[src/rtl/toeplitz_sched.sv]
// rtl/toeplitz_sched.sv - ping-pong block buffer scheduler feeding a serial toeplitz extractor core
// Fills two N-bit buffers from a bit stream, streams each full block MSB first, returns the L-bit result.
module toeplitz_sched #(
  parameter int N   = 256,
  parameter int L   = 128,
  parameter int TMO = 16
) (
  input  logic         clk,
  input  logic         reset,
  input  logic         in_bit,
  input  logic         in_valid,
  output logic         in_ready,
  output logic         core_reset,
  output logic         core_data,
  input  logic [L-1:0] core_q,
  input  logic         core_qstrobe,
  output logic [L-1:0] out_q,
  output logic         out_valid,
  input  logic         out_ready,
  output logic         err_timeout,
  output logic [15:0]  blk_count
);

  localparam int CW = $clog2(N + 1);
  localparam int SW = $clog2(N);
  localparam int TW = $clog2(TMO + 1);

  typedef enum logic [2:0] {IDLE, CRST, STREAM, WAIT, OUT} state_t;

  state_t        state, state_nx;
  logic [N-1:0]  bufs [2];
  logic [1:0]    full;
  logic          wr_sel, rd_sel;
  logic [CW-1:0] wr_cnt;
  logic [SW-1:0] cnt, cnt_nx;
  logic [TW-1:0] tcnt;
  logic          rst_hold;
  logic          fill_fire, fill_done;
  logic          free_buf, got_q, timeout, out_fire;
  logic          nx_bit;

  // in_ready depends only on registered fill state, never on the output side
  assign in_ready  = !full[wr_sel] && !reset;
  assign fill_fire = in_valid && in_ready;
  assign fill_done = fill_fire && (wr_cnt == CW'(N - 1));

  always_comb begin
    state_nx = state;
    cnt_nx   = cnt;
    free_buf = 1'b0;
    got_q    = 1'b0;
    timeout  = 1'b0;
    out_fire = 1'b0;
    case (state)
      IDLE:   if (full[rd_sel]) state_nx = CRST;
      CRST: begin
        state_nx = STREAM;
        cnt_nx   = '0;
      end
      STREAM: begin
        cnt_nx = cnt + 1'b1;
        if (cnt == SW'(N - 1)) begin
          free_buf = 1'b1;
          state_nx = WAIT;
        end
      end
      WAIT: begin
        if (core_qstrobe) begin
          got_q    = 1'b1;
          state_nx = OUT;
        end else if (tcnt == TW'(TMO - 1)) begin
          timeout  = 1'b1;
          state_nx = IDLE;
        end
      end
      OUT: begin
        if (out_ready) begin
          out_fire = 1'b1;
          state_nx = IDLE;
        end
      end
      default: state_nx = IDLE;
    endcase
    nx_bit = bufs[rd_sel][SW'(N - 1) - cnt_nx];
  end

  always_ff @(posedge clk or posedge reset) begin
    if (reset) begin
      state       <= IDLE;
      cnt         <= '0;
      tcnt        <= '0;
      full        <= '0;
      wr_sel      <= 1'b0;
      rd_sel      <= 1'b0;
      wr_cnt      <= '0;
      bufs[0]     <= '0;
      bufs[1]     <= '0;
      rst_hold    <= 1'b1;
      core_reset  <= 1'b1;
      core_data   <= 1'b0;
      out_q       <= '0;
      out_valid   <= 1'b0;
      err_timeout <= 1'b0;
      blk_count   <= '0;
    end else begin
      state      <= state_nx;
      cnt        <= cnt_nx;
      rst_hold   <= 1'b0;
      // core pins are registered from next-state so they line up with the state register
      core_reset <= rst_hold || (state_nx == CRST);
      core_data  <= (state_nx == STREAM) ? nx_bit : 1'b0;
      tcnt       <= (state == WAIT) ? tcnt + 1'b1 : '0;

      if (fill_fire) begin
        bufs[wr_sel] <= {bufs[wr_sel][N-2:0], in_bit};
        if (fill_done) begin
          wr_cnt <= '0;
          wr_sel <= ~wr_sel;
        end else begin
          wr_cnt <= wr_cnt + 1'b1;
        end
      end

      // fill and free never target the same buffer, so both can land in one cycle
      if (fill_done) full[wr_sel] <= 1'b1;
      if (free_buf) begin
        full[rd_sel] <= 1'b0;
        rd_sel       <= ~rd_sel;
      end

      if (got_q) begin
        out_q     <= core_q;
        out_valid <= 1'b1;
      end
      if (out_fire) begin
        out_valid <= 1'b0;
        blk_count <= blk_count + 1'b1;
      end
      if (timeout) err_timeout <= 1'b1;
    end
  end

endmodule

[config.mk]
export PLATFORM = sky130hd
export DESIGN_NAME = toeplitz_sched
export DESIGN_NICKNAME = d
export VERILOG_FILES = /design/src/rtl/toeplitz_sched.sv
export SDC_FILE = /design/constraint.sdc
export NUM_CORES = 1
export LEC_CHECK = 0
export CORE_MARGIN = 8
export CORE_UTILIZATION = 52
export DETAILED_ROUTE_END_ITERATION = 12
export PLACE_DENSITY = 0.8
export SYNTH_ARGS = -nofsm -noshare
export SYNTH_HDL_FRONTEND = slang
export SYNTH_SLANG_ARGS = --single-unit
export TNS_END_PERCENT = 1
[constraint.sdc]
create_clock -name clk -period 23.7 [get_ports clk]
set_input_delay 3.555 -clock clk [delete_from_list [all_inputs] [get_ports clk]]
set_output_delay 3.555 -clock clk [all_outputs]
set_load 0.03 [all_outputs]
# Word-level counts from Yosys, hierarchy flattened
# Index checks and enable logic that the tools add are counted.
op_classes:
  muxes: 42
  magnitude_cmp: 8
  add_sub_neg: 5
  bitwise_logic: 7
  n_shift: 0
  n_eq_ne: 9
  mul: 0
  n_reduce_logical: 12
  div_mod_pow: 0
ops:
  columns: ["op", "count"]
  rows:
  - ["$mux 256", 4]
  - ["$mux 255", 3]
  - ["$bwmux 512", 1]
  - ["$demux 256 s1", 1]
  - ["$mux 1", 19]
  - ["$add 16x1->16 const B", 1]
  - ["$pmux 8 s2", 1]
  - ["$mux 3", 5]
  - ["$pmux 3 s5", 1]
  - ["$add 9x1->9 const B", 1]
  - ["$eq 3x2->1 const B", 3]
  - ["$eq 9x8->1 const B", 1]
  - ["$lt 8x9->1 const B", 1]
  - ["$mux 9", 1]
  - ["$add 8x1->8 const B", 1]
  - ["$bmux 1 s8", 1]
  - ["$eq 8x8->1 const B", 1]
  - ["$sub 8x8->8 const A", 1]
  - ["$eq 3x1->1 const B", 2]
  - ["$logic_and 1x1->1", 6]
  - ["$add 5x1->5 const B", 1]
  - ["$eq 5x4->1 const B", 1]
  - ["$mux 5", 1]
  - ["$ge 2x2->1 const B", 2]
  - ["other kinds (16)", 23]
totals:
  regBits: 690
  mem_count: 0
  input_bits: 134
  ram_bits: 0
  wordCells: 99
  mem_bits_ro: 0
  latchBits: 0

# Longest topological paths before layout
depth:
  ltp_word: 9
  ltp_mapped: 15

# Least setup slack after synthesis
# OpenSTA, ideal clock, no wires.
synth_path:
  path_kind: "input to output"
  start: "in reset"
  end: "out in_ready"
  stages: 1
  t_required_ns: 20.145
  n_path_buf: 0
  arrival_ns: 4.425
  setup_slack_ns: 15.720
  path_cell_list: "a211oi_1"
synth_via:
  elab_chain_cells: 2
synth_lines:
  columns: ["item", "line_no", "rtl"]
  rows:
  - ["from (decl)", "9", "input logic reset,"]
  - ["$logic_not 1->1 (no line)", null, null]
  - ["$logic_and 1x1->1", "43", "assign in_ready = !full[wr_sel] && !reset;"]
  - ["to (decl)", "12", "output logic in_ready,"]
# No other way between the ends.

# Worst setup path after layout
# Same ends and word-level chain as after synthesis.

==> impl_metrics.prom <==
# TYPE chip_impl_metric gauge
chip_impl_info{name="status",value="complete, but fails checks"} 1
chip_impl_info{name="violations",value="max-slew violations"} 1
chip_impl_metric{name="timing.reg2reg.worst_path_depth",unit=""} 12
chip_impl_metric{name="worst_path_largest_cell_delay",unit="ps"} 760
chip_impl_metric{name="cts_buffers",unit=""} 71
chip_impl_metric{name="synth_compound_gate_area_share",unit="%"} 3.31
chip_impl_metric{name="fill_cells",unit=""} 4302
chip_impl_info{name="clockRootBuffer",value="clkbuf_16"} 1
chip_impl_metric{name="maxCapViolCount",unit=""} 0
chip_impl_metric{name="synth-seq-area-share",unit="%"} 56.5
chip_impl_metric{name="clk_pin_slew",unit="ps"} 60
chip_impl_metric{name="power.density_cell_area",unit="nW/µm²"} 76.8
chip_impl_info{name="r2r_end",value="core_data"} 1
chip_impl_metric{name="drive_gt1_share",unit="%"} 38.0
chip_impl_metric{name="finalWorstPathRequiredPeriod",unit="ps"} 8930
chip_impl_metric{name="worst_hold_path.num_cells",unit=""} 1
chip_impl_metric{name="synth_simple_gate_area_share",unit="%"} 4.12
chip_impl_metric{name="drt-initial-drc-count",unit=""} 1293
chip_impl_metric{name="final_hold_vio_count",unit=""} 0
chip_impl_metric{name="critPathBufInv",unit=""} 2
chip_impl_metric{name="clock.fmax",unit="MHz"} 112
chip_impl_metric{name="synth_fa_ha_area_share",unit="%"} 0.205
chip_impl_metric{name="grt_start_max_net_pins",unit=""} 193
chip_impl_metric{name="gp_congestion",unit=""} 0.812
chip_impl_metric{name="timing.final.setup_violations",unit=""} 0
chip_impl_info{name="grt_setup_unrepaired",value="no"} 1
chip_impl_metric{name="grt_first_pass_wirelength",unit="µm"} 109000
chip_impl_metric{name="totalPowerFinal",unit="W"} 0.00278
chip_impl_info{name="post_synth_main_area_contributors",value="dfrtp_1 56%, mux2_2 24%, mux4_2 8.1%, clkbuf_1 1.2%, nand2_1 1.1%"} 1
chip_impl_info{name="worstPathCellList",value="clkdlybuf4s50_1 -> a211oi_1 -> clkdlybuf4s50_1"} 1
chip_impl_metric{name="ant_nets",unit=""} 0
chip_impl_metric{name="ctsResizeCount",unit=""} 0
chip_impl_metric{name="vias",unit=""} 18300
chip_impl_metric{name="fin_max_slew_vios",unit=""} 46
chip_impl_info{name="timing.hold.worst_endpoint",value="err_timeout"} 1
chip_impl_metric{name="crit_required",unit="ps"} 20150
chip_impl_metric{name="die_w",unit="µm"} 258
chip_impl_metric{name="synth-edff-count",unit=""} 0
chip_impl_metric{name="timing.final.crit_share",unit="%"} 37.7
chip_impl_info{name="most-common-layout-cells",value="687 x dfrtp_1, 650 x mux2_2, 282 x clkdlybuf4s50_1"} 1
chip_impl_info{name="path_common_cell",value="clkdlybuf4s50_1"} 1
chip_impl_metric{name="final_net_count",unit=""} 2450
chip_impl_metric{name="post-route-cell-area",unit="µm²"} 36300
chip_impl_metric{name="remaining_drc_errors",unit=""} 0
chip_impl_metric{name="synth-seq-cells",unit=""} 690
chip_impl_metric{name="detail_route.vias_per_cell",unit=""} 5.85
chip_impl_metric{name="worst_ir_drop_vdd",unit="V"} 0.0000599
chip_impl_metric{name="synth_top_area_share",unit="%"} 56.4
chip_impl_metric{name="timing.setup.tns",unit="ps"} 0
chip_impl_metric{name="multi_input_comb_area",unit="µm²"} 12600
chip_impl_metric{name="area_delta_synth_final",unit="%"} 18.7
chip_impl_metric{name="worst_slew_margin_rel",unit="%"} -3.10
chip_impl_metric{name="async_reset_ff_share",unit="%"} 100
chip_impl_info{name="leading_cell_type_in_the_layout_fill_and_taps_excluded",value="dfrtp_1"} 1
chip_impl_metric{name="dieHeight",unit="µm"} 258
chip_impl_info{name="timing.setup.critical_path_class",value="input port to output pin"} 1
chip_impl_info{name="cp_top_family",value="buffers and inverters"} 1
chip_impl_metric{name="average_wire_per_cell_in_the_routed_design",unit="µm"} 21.3
chip_impl_metric{name="p_leak",unit="nW"} 16.9
chip_impl_metric{name="cts-hold-fix-buffers",unit=""} 0
chip_impl_metric{name="post-cts-setup-buffers",unit=""} 0
chip_impl_info{name="timing.hold.worst.start",value="err_timeout"} 1
chip_impl_metric{name="synth.net_count",unit=""} 2204
chip_impl_metric{name="diodes",unit=""} 0
chip_impl_metric{name="number_of_placement_rows",unit=""} 89
chip_impl_info{name="main_combinational_cell_family_by_area_after_synthesis",value="multiplexers"} 1
chip_impl_metric{name="number_of_global_route_vias_before_repair",unit=""} 19400
chip_impl_metric{name="ios",unit=""} 283
chip_impl_info{name="synth.largest_area_cell",value="dfrtp_1"} 1
chip_impl_metric{name="yosys_warnings",unit=""} 0
chip_impl_metric{name="reg_area",unit="µm²"} 17300
chip_impl_metric{name="place_area",unit="µm²"} 34000
chip_impl_metric{name="drtPass1Iterations",unit=""} 5
chip_impl_metric{name="ys_types",unit=""} 71
chip_impl_metric{name="timing.clock.skew",unit="ps"} 12.4
chip_impl_metric{name="clock_insertion_delay_worst_skew",unit="ps"} 590
chip_impl_metric{name="synthXorXnorAreaFrac",unit="%"} 0.745
chip_impl_metric{name="remaining_global_route_overflow",unit=""} 0
chip_impl_metric{name="cts.sink_count",unit=""} 690
chip_impl_metric{name="synth.area.mux_share",unit="%"} 32.9
chip_impl_metric{name="cp_max_fo",unit=""} 4
chip_impl_info{name="worstHoldPathType",value="register to register"} 1
chip_impl_metric{name="portBuffers",unit=""} 282
chip_impl_info{name="cp-end-kind",value="output pin"} 1
chip_impl_metric{name="syn_avg_cell_area",unit="µm²"} 14.8
chip_impl_metric{name="r2r_slack",unit="ps"} 17740
chip_impl_metric{name="cts-root-to-sink-buffers",unit=""} 3
chip_impl_metric{name="die_area",unit="µm²"} 66800
chip_impl_metric{name="hpwl",unit="µm"} 42300
chip_impl_info{name="cp_slowest_cell",value="clkdlybuf4s50_1"} 1
chip_impl_metric{name="worstPathArrival",unit="ps"} 5370
chip_impl_metric{name="grt_antenna_before_repair",unit=""} 0
chip_impl_info{name="postSynth.topFlopCell",value="dfrtp_1"} 1
chip_impl_metric{name="post_synth_inst_count",unit=""} 2065
chip_impl_metric{name="track_usage",unit="%"} 19.9
chip_impl_info{name="crit-reg2reg-launch",value="state[2]"} 1
chip_impl_metric{name="deepest_level_of_the_cts_h_tree",unit=""} 3
chip_impl_info{name="cts_tree",value="yes"} 1
chip_impl_info{name="critPathLaunchType",value="input port"} 1
chip_impl_metric{name="wl",unit="µm"} 66800
chip_impl_metric{name="core_area",unit="µm²"} 58600
chip_impl_metric{name="synthesis.area",unit="µm²"} 30500
chip_impl_metric{name="initial_utilization",unit="%"} 52.2
chip_impl_metric{name="max_slew.worst_pin.slew",unit="ps"} 1550
## cells by family (layout without fill, tap and decap cells)
group | after synthesis | count (layout)
AOI/OAI and AO/OA | 147 | 147
xor gates and xnor gates | 26 | 26
adders and majority gates | 5 | 5
buffers and inverters | 150 | 443
DFF | 690 | 690
muxes | 784 | 784
other | 1 | 1
and+or+nand+nor | 262 | 262
## where the power goes
group | internal (W) | total [W] | switching (W)
Combinational | 0.000173 | 0.000462 | 0.000290
Clock | 0.000648 | 0.00109 | 0.000439
Sequential | 0.00121 | 0.00123 | 0.0000249
## synthesized netlist by cell type (all sizes together) (6+ instances only)
library cell  number
dfrtp            688
mux4             110
xnor2             16
xor2              10
nand2             91
nand2b             6
clkbuf            94
a211oi             7
a22oi             17
a31oi             19
mux2i             24
nor2b             10
nor3              13
buf               40
and3              15
mux2             650
nor4               7
nand4             14
nand3             51
inv               15
a21oi             33
nor2              39
o21ai             24
## state kept, by name, indices dropped and copies added, names as in the netlist, 2 cells and up
| signal | count |
|---|---|
| tcnt | 5 |
| out_q | 128 |
| bufs | 512 |
| state | 3 |
| cnt | 8 |
| full | 2 |
| blk_count | 16 |
| wr_cnt | 9 |
## worst max path at each step
stage,startpoint,end,slack [ps],cells after the start
2_1_floorplan,reset,blk_count[0],800,1
3_3_place_gp,reset,in_ready,14770,3
3_5_place_dp,reset,in_ready,14770,3
4_1_cts,reset,in_ready,14770,3
5_1_grt,reset,in_ready,14700,3
6_report,reset,in_ready,14770,3
## through the flow
step | util (%) | cells | worst slack (ps) | hold WS, ps
floorplan | - | 2065 | 802 | 433
detailed placement | 58.1 | 3011 | 14770 | 457
global route | 61.9 | 3131 | 14700 | 476
global placement | 58.1 | 3011 | 14770 | 444
CTS | 61.9 | 3131 | 14770 | 470
finish | 61.9 | 3131 | 14770 | 469
## area by class of cell
cell class	count	share of cell area, %
clock buffers	108	5.76
clock inverters	12	0.452
flip-flops and latches	690	47.6
repair buffers	307	8.41
inverters	16	0.186
multi-input cells	1225	34.9
well taps	773	2.67
## layer usage
layer	vias up	global-route usage, %	routed length, µm
li1	8138	-	-
met1	9640	26.8	28500
met2	418	33.3	33800
met3	107	3.55	3100
met4	0	5.31	1440
met5	-	0	0
## worst reg2reg max path, delay by kind of cell, from the launching register on
kind                   cells  cell delay (ps)
flip-flops                 1              870
AO/OA/AOI/OAI              8             2360
multiplexers               1              630
AND/OR/NAND/NOR            1              280
buffers and inverters      2             1670
No activity file was read; power rests on OpenSTA's default activity.
